--- src/rtl/nonce_collector.sv ---
// Nonce collector: per-core found-edge capture, round-robin arbitration into a show-ahead FIFO.
// Optional NONCE_COLLECTOR_TIMESTAMP_EN adds a per-entry capture-cycle timestamp output.
module nonce_collector #(
  parameter int unsigned NUM_CORES = 8,
  parameter int unsigned DEPTH     = 4,
  localparam int unsigned CoreW    = (NUM_CORES > 1) ? $clog2(NUM_CORES) : 1,
  localparam int unsigned PtrW     = (DEPTH > 1) ? $clog2(DEPTH) : 1,
  localparam int unsigned CntW     = $clog2(DEPTH) + 1
) (
  input  logic                    clk,
  input  logic                    arst,
  input  logic                    clear,
  input  logic [NUM_CORES-1:0]    nonce_found_per_core,
  input  logic [NUM_CORES*32-1:0] nonce_per_core,
  input  logic                    pop,
  output logic                    rd_valid,
  output logic [31:0]             rd_nonce,
  output logic [CoreW-1:0]        rd_core,
  output logic [CntW-1:0]         count,
  output logic                    overflow
`ifdef NONCE_COLLECTOR_TIMESTAMP_EN
  ,
  output logic [31:0]             rd_timestamp
`endif
);

  logic [NUM_CORES-1:0] found_prev_q, pending_q, pending_d, edges;
  logic [31:0]          slot_nonce_q [NUM_CORES];
  logic [31:0]          mem_nonce_q  [DEPTH];
  logic [CoreW-1:0]     mem_core_q   [DEPTH];
  logic [PtrW-1:0]      wptr_q, rptr_q;
  logic [CntW-1:0]      count_q, count_d;
  logic [CoreW-1:0]     rr_ptr_q, grant;
  logic [CoreW:0]       idx;
  logic                 overflow_q, grant_vld, push, push_ok, do_pop;

  assign edges   = nonce_found_per_core & ~found_prev_q;
  assign push_ok = (count_q != CntW'(DEPTH));
  assign do_pop  = pop && (count_q != '0);
  assign push    = grant_vld && push_ok;
  assign count_d = count_q + CntW'(push) - CntW'(do_pop);

  // First pending core at or after rr_ptr, wrapping.
  always_comb begin
    grant_vld = 1'b0;
    grant     = '0;
    idx       = '0;
    for (int unsigned k = 0; k < NUM_CORES; k++) begin
      idx = {1'b0, rr_ptr_q} + (CoreW+1)'(k);
      if (idx >= (CoreW+1)'(NUM_CORES)) idx = idx - (CoreW+1)'(NUM_CORES);
      if (!grant_vld && pending_q[idx[CoreW-1:0]]) begin
        grant_vld = 1'b1;
        grant     = idx[CoreW-1:0];
      end
    end
  end

  always_comb begin
    pending_d = pending_q;
    if (push) pending_d[grant] = 1'b0;
    pending_d = pending_d | (edges & ~pending_q);
  end

  always_ff @(posedge clk or negedge arst) begin
    if (!arst) begin
      found_prev_q <= '0;
      pending_q    <= '0;
      wptr_q       <= '0;
      rptr_q       <= '0;
      count_q      <= '0;
      rr_ptr_q     <= '0;
      overflow_q   <= 1'b0;
    end else if (clear) begin
      // Held-high levels must not retrigger after a flush.
      found_prev_q <= nonce_found_per_core;
      pending_q    <= '0;
      wptr_q       <= '0;
      rptr_q       <= '0;
      count_q      <= '0;
      rr_ptr_q     <= '0;
      overflow_q   <= 1'b0;
    end else begin
      found_prev_q <= nonce_found_per_core;
      pending_q    <= pending_d;
      count_q      <= count_d;
      if (|(edges & pending_q)) overflow_q <= 1'b1;
      if (push) begin
        wptr_q   <= wptr_q + 1'b1;
        rr_ptr_q <= (grant == CoreW'(NUM_CORES - 1)) ? '0 : grant + 1'b1;
      end
      if (do_pop) rptr_q <= rptr_q + 1'b1;
    end
  end

  always_ff @(posedge clk or negedge arst) begin
    if (!arst) begin
      for (int unsigned i = 0; i < NUM_CORES; i++) slot_nonce_q[i] <= '0;
    end else if (!clear) begin
      for (int unsigned i = 0; i < NUM_CORES; i++) begin
        if (edges[i] && !pending_q[i]) slot_nonce_q[i] <= nonce_per_core[32*i +: 32];
      end
    end
  end

`ifdef NONCE_COLLECTOR_TIMESTAMP_EN
  logic [31:0] ts_q;
  logic [31:0] slot_ts_q [NUM_CORES];
  logic [31:0] mem_ts_q  [DEPTH];

  always_ff @(posedge clk or negedge arst) begin
    if (!arst) begin
      ts_q <= '0;
      for (int unsigned i = 0; i < NUM_CORES; i++) slot_ts_q[i] <= '0;
    end else begin
      ts_q <= ts_q + 32'd1;
      if (!clear) begin
        for (int unsigned i = 0; i < NUM_CORES; i++) begin
          if (edges[i] && !pending_q[i]) slot_ts_q[i] <= ts_q;
        end
      end
    end
  end

  always_ff @(posedge clk) begin
    if (push && !clear) begin
      mem_nonce_q[wptr_q] <= slot_nonce_q[grant];
      mem_core_q[wptr_q]  <= grant;
      mem_ts_q[wptr_q]    <= slot_ts_q[grant];
    end
  end

  assign rd_timestamp = rd_valid ? mem_ts_q[rptr_q] : '0;
`else
  always_ff @(posedge clk) begin
    if (push && !clear) begin
      mem_nonce_q[wptr_q] <= slot_nonce_q[grant];
      mem_core_q[wptr_q]  <= grant;
    end
  end
`endif

  // Gating keeps head data at zero while empty, including during reset.
  assign rd_valid = (count_q != '0);
  assign rd_nonce = rd_valid ? mem_nonce_q[rptr_q] : '0;
  assign rd_core  = rd_valid ? mem_core_q[rptr_q] : '0;
  assign count    = count_q;
  assign overflow = overflow_q;

endmodule

--- config.mk ---
export PLATFORM = sky130hd
export DESIGN_NAME = nonce_collector
export DESIGN_NICKNAME = d
export VERILOG_FILES = /design/src/rtl/nonce_collector.sv
export SDC_FILE = /design/constraint.sdc
export NUM_CORES = 1
export LEC_CHECK = 0
export ABC_AREA = 1
export CAP_MARGIN = 20
export CELL_PAD_IN_SITES_DETAIL_PLACEMENT = 1
export CELL_PAD_IN_SITES_GLOBAL_PLACEMENT = 2
export CORE_MARGIN = 8
export CORE_UTILIZATION = 34
export CTS_CLUSTER_SIZE = 40
export DETAILED_ROUTE_END_ITERATION = 7
export PLACE_DENSITY = 0.78
export SYNTH_ARGS = -nofsm -noshare
export SYNTH_HDL_FRONTEND = slang
export SYNTH_SLANG_ARGS = --single-unit
--- constraint.sdc ---
create_clock -name clk -period 5.7 [get_ports clk]
set_input_delay 0.57 -clock clk [delete_from_list [all_inputs] [get_ports clk]]
set_output_delay 0.57 -clock clk [all_outputs]
set_load 0.005 [all_outputs]
==> reports/qor.yml <==
cts_tree: "built"
dr.pass1.iters: 5
pre_cts_ws_ns: 0.8346
syn-cell-area_um2: 19910
synth_top_family_by_area: "simple AND/OR/NAND/NOR gates"
finalCritPeriodShare_pct: 85.98
syn_nets: 2256
multi_input_area_um2: 7690
seqCellArea_um2: 11290
synth-seq-area-share_pct: 56.68
totalWireLength_um: 72930
cts.sinks: 423
slew_headroom_pct: 30.92
r2r_slack_ns: 0.80
synth_compound_area_share_pct: 3.299
rsz0062_at_grt: "no"
synthDistinctLibCells: 40
drive_above_1_share_pct: 17.82
cts_resized: 0
grt_overflow_total: 0
hold_depth: 1
ys_warn_count: 0
r2r_cells: 20
max_cap_violations: 0
ys_seq_elements: 423
synth_top_area_share_pct: 35.56
critPathArrivalTime_ns: 5.32
rows: 88
crit_type: "reg -> reg"
cts_made_buffers: 48
final_hold_viol_count: 0
die_width_um: 258.0
dieArea_um2: 66570
grt_usage_pct: 21.50
finClkSkew_ns: 0.02651
worstHoldPathType: "in -> reg"
synth_cells: 1977
design_area_um2: 25330
timing.rr.end: "mem_nonce_q[1][9]"
num-fill-cells: 6371
die_y_um: 258.0
avgSynthCellArea_um2: 10.07
worst_hold_path.endpoint: "found_prev_q[7]"
hp-start: "nonce_found_per_core[7]"
vias: 15380
grt_pass1_wl_um: 109000
worstPathRequired_ns: 6.12
tns_ns: 0
dpl-instance-area_um2: 23710
cts.path.max_buffers: 3
start_kind: "flop"
grt_pass1_vias: 16610
vias_per_cell: 5.034
antenna_found_initial: 2
maxSlewViolCount: 0
start_util_pct: 34.45
path_clk_slew_ns: 0.06
r2r-start: "rr_ptr_q[1]"
setup-violations-final: 0
finalWorstSetupSlack_ns: 0.7994
synth_top_area_cell: "dfrtp_1"
worst_pin_slew_ns: 1.032
drcViolationCount: 0
core_area_um2: 57810
synth_mux_area_share_pct: 14.48
synth-adder-area-share_pct: 0.7289
fin_nets: 2532
port_buffers: 307
crit_path_max_fanout: 63
io_pins: 308
drtIter0Drc: 1037
status: "finished, final reports clean"
root_buffer: "clkbuf_16"
place_hpwl_um: 51380
wl_per_cell_um: 23.87
synth_area_leaders: "dfrtp_1 (36%), edfxtp_1 (21%), mux2_2 (14%), nand2_1 (11%), nand3_1 (4.2%)"
cp-end-kind: "flop"
max_freq_mhz: 204.1
synth-xor-area-share_pct: 0.1759
clock_latency_ns: 0.60
area_growth_pct: 27.21
cts_htree_levels: 2
gp_congestion: 0.8528
grt_max_degree: 130
min_period_ns: 4.901
yosys.area_share.simple_pct: 19.50
antenna_left: 0
synth_stat cells:
master / instances
o22ai_1: 1
nand4_1: 2
inv_2: 13
buf_4: 15
o21bai_1: 2
a221oi_1: 3
or2_2: 1
buf_1: 20
mux2_2: 256
o21ai_0: 75
ha_1: 10
nor3_2: 1
nor2_2: 1
nand3_4: 1
o21ai_1: 4
inv_4: 1
o31ai_2: 1
xor2_1: 2
clkinv_1: 2
xnor2_1: 2
nand3b_2: 1
buf_6: 11
clkbuf_1: 31
nor2_1: 177
nor3_1: 3
edfxtp_1: 140
nand2_2: 4
fa_1: 1
nand3_1: 167
and3_1: 1
nand2_1: 561
buf_2: 33
nor2_8: 2
a31oi_1: 1
nand3_2: 5
nand4_4: 1
a21oi_1: 39
dfrtp_1: 283
nor2_4: 5
inv_1: 98
what timing repair did:
item / in CTS / in global routing
hold endpoints to repair: 10 / 0
setup buffers: 0 / 0
hold buffers: 1 / 0
sequential cells by signal, indices dropped and copies added (netlist names):
name / cells
count: 3
wptr_q: 2
overflow: 1
mem_core_q: 12
rr_ptr_q: 3
found_prev_q: 8
mem_nonce_q: 128
rptr_q: 2
pending_q: 8
slot_nonce_q: 256
layout make-up:
class                      instances  share of cell area (%)
timing repair buffer             336                   13.32
multi-input combinational       1330                   30.36
clock buffer                      76                   5.834
clock inverter                    11                  0.4446
antenna                            1                0.009879
tap                              765                   3.779
sequential                       423                   44.56
inverter                         114                   1.699
critical path, cell delays in order, from the launching register on:
cell      delay, ns
dfrtp_1        0.51
clkinv_1       0.33
ha_1           0.50
inv_2          0.15
nand3_1        0.13
nand3_1        0.12
nand2_1        0.09
nor2_4         0.17
nand3_1        0.13
nand2_1        0.09
inv_1          0.04
nor2_1         0.18
nand3_4        0.46
nand2_4        0.78
buf_12         0.36
nand2_1        0.10
nand2_1        0.08
nand2_1        0.14
nand2_1        0.18
inv_2          0.04
nand2_1        0.11
cells by family after synthesis:
| family | Yosys count |
|---|---|
| multiplexers | 256 |
| AO/OA/AOI/OAI | 126 |
| flip-flops | 423 |
| XOR/XNOR | 4 |
| adder cells (fa/ha/maj) | 11 |
| AND/OR/NAND/NOR | 933 |
| buffers and inverters | 224 |
metal layers:
metal	global-route usage, %	wire [um]	up-vias
li1	-	-	7075
met1	30.91	34820	7865
met2	33.56	33290	367
met3	3.891	3447	75
met4	4.843	1358	2
met5	0	13	-
cell usage in the layout, fill, tap and decap left out, types with 8 or more instances in the layout:
master and n:
dfrtp_1 282, nand3_1 164, ha_1 10, clkbuf_8 15
nor2_4 10, nor2_1 172, inv_2 13, clkbuf_16 49
nand2_2 8, mux2_2 256, o21ai_0 75, buf_4 22
a21oi_1 39, clkdlybuf4s50_1 306, clkbuf_1 12, edfxtp_1 140
inv_1 97, nand2_1 556
worst max-delay path by stage:
stage                startpoint                  to
CTS                 rr_ptr_q[1]  mem_nonce_q[3][11]
detailed placement  rr_ptr_q[1]  mem_nonce_q[0][11]
floorplan           rr_ptr_q[1]    mem_core_q[0][0]
global route        rr_ptr_q[1]  mem_nonce_q[3][11]
finish              rr_ptr_q[1]   mem_nonce_q[1][9]
global placement    rr_ptr_q[1]         rr_ptr_q[0]
metrics by stage:
step | utilization, % | hold WS (ns) | cells
final | 43.82 | 0.4501 | 3056
after CTS | 43.78 | 0.4131 | 3054
after global routing | 43.82 | 0.4440 | 3055
after detailed placement | 41.01 | 0.4946 | 2966
after global placement | 40.94 | 0.4885 | 2964
after floorplan | - | 0.2744 | 1977
Power is left out: the tool's default activity adds up to more than one toggle a clock period on the data nets, which glitch-free logic cannot reach.
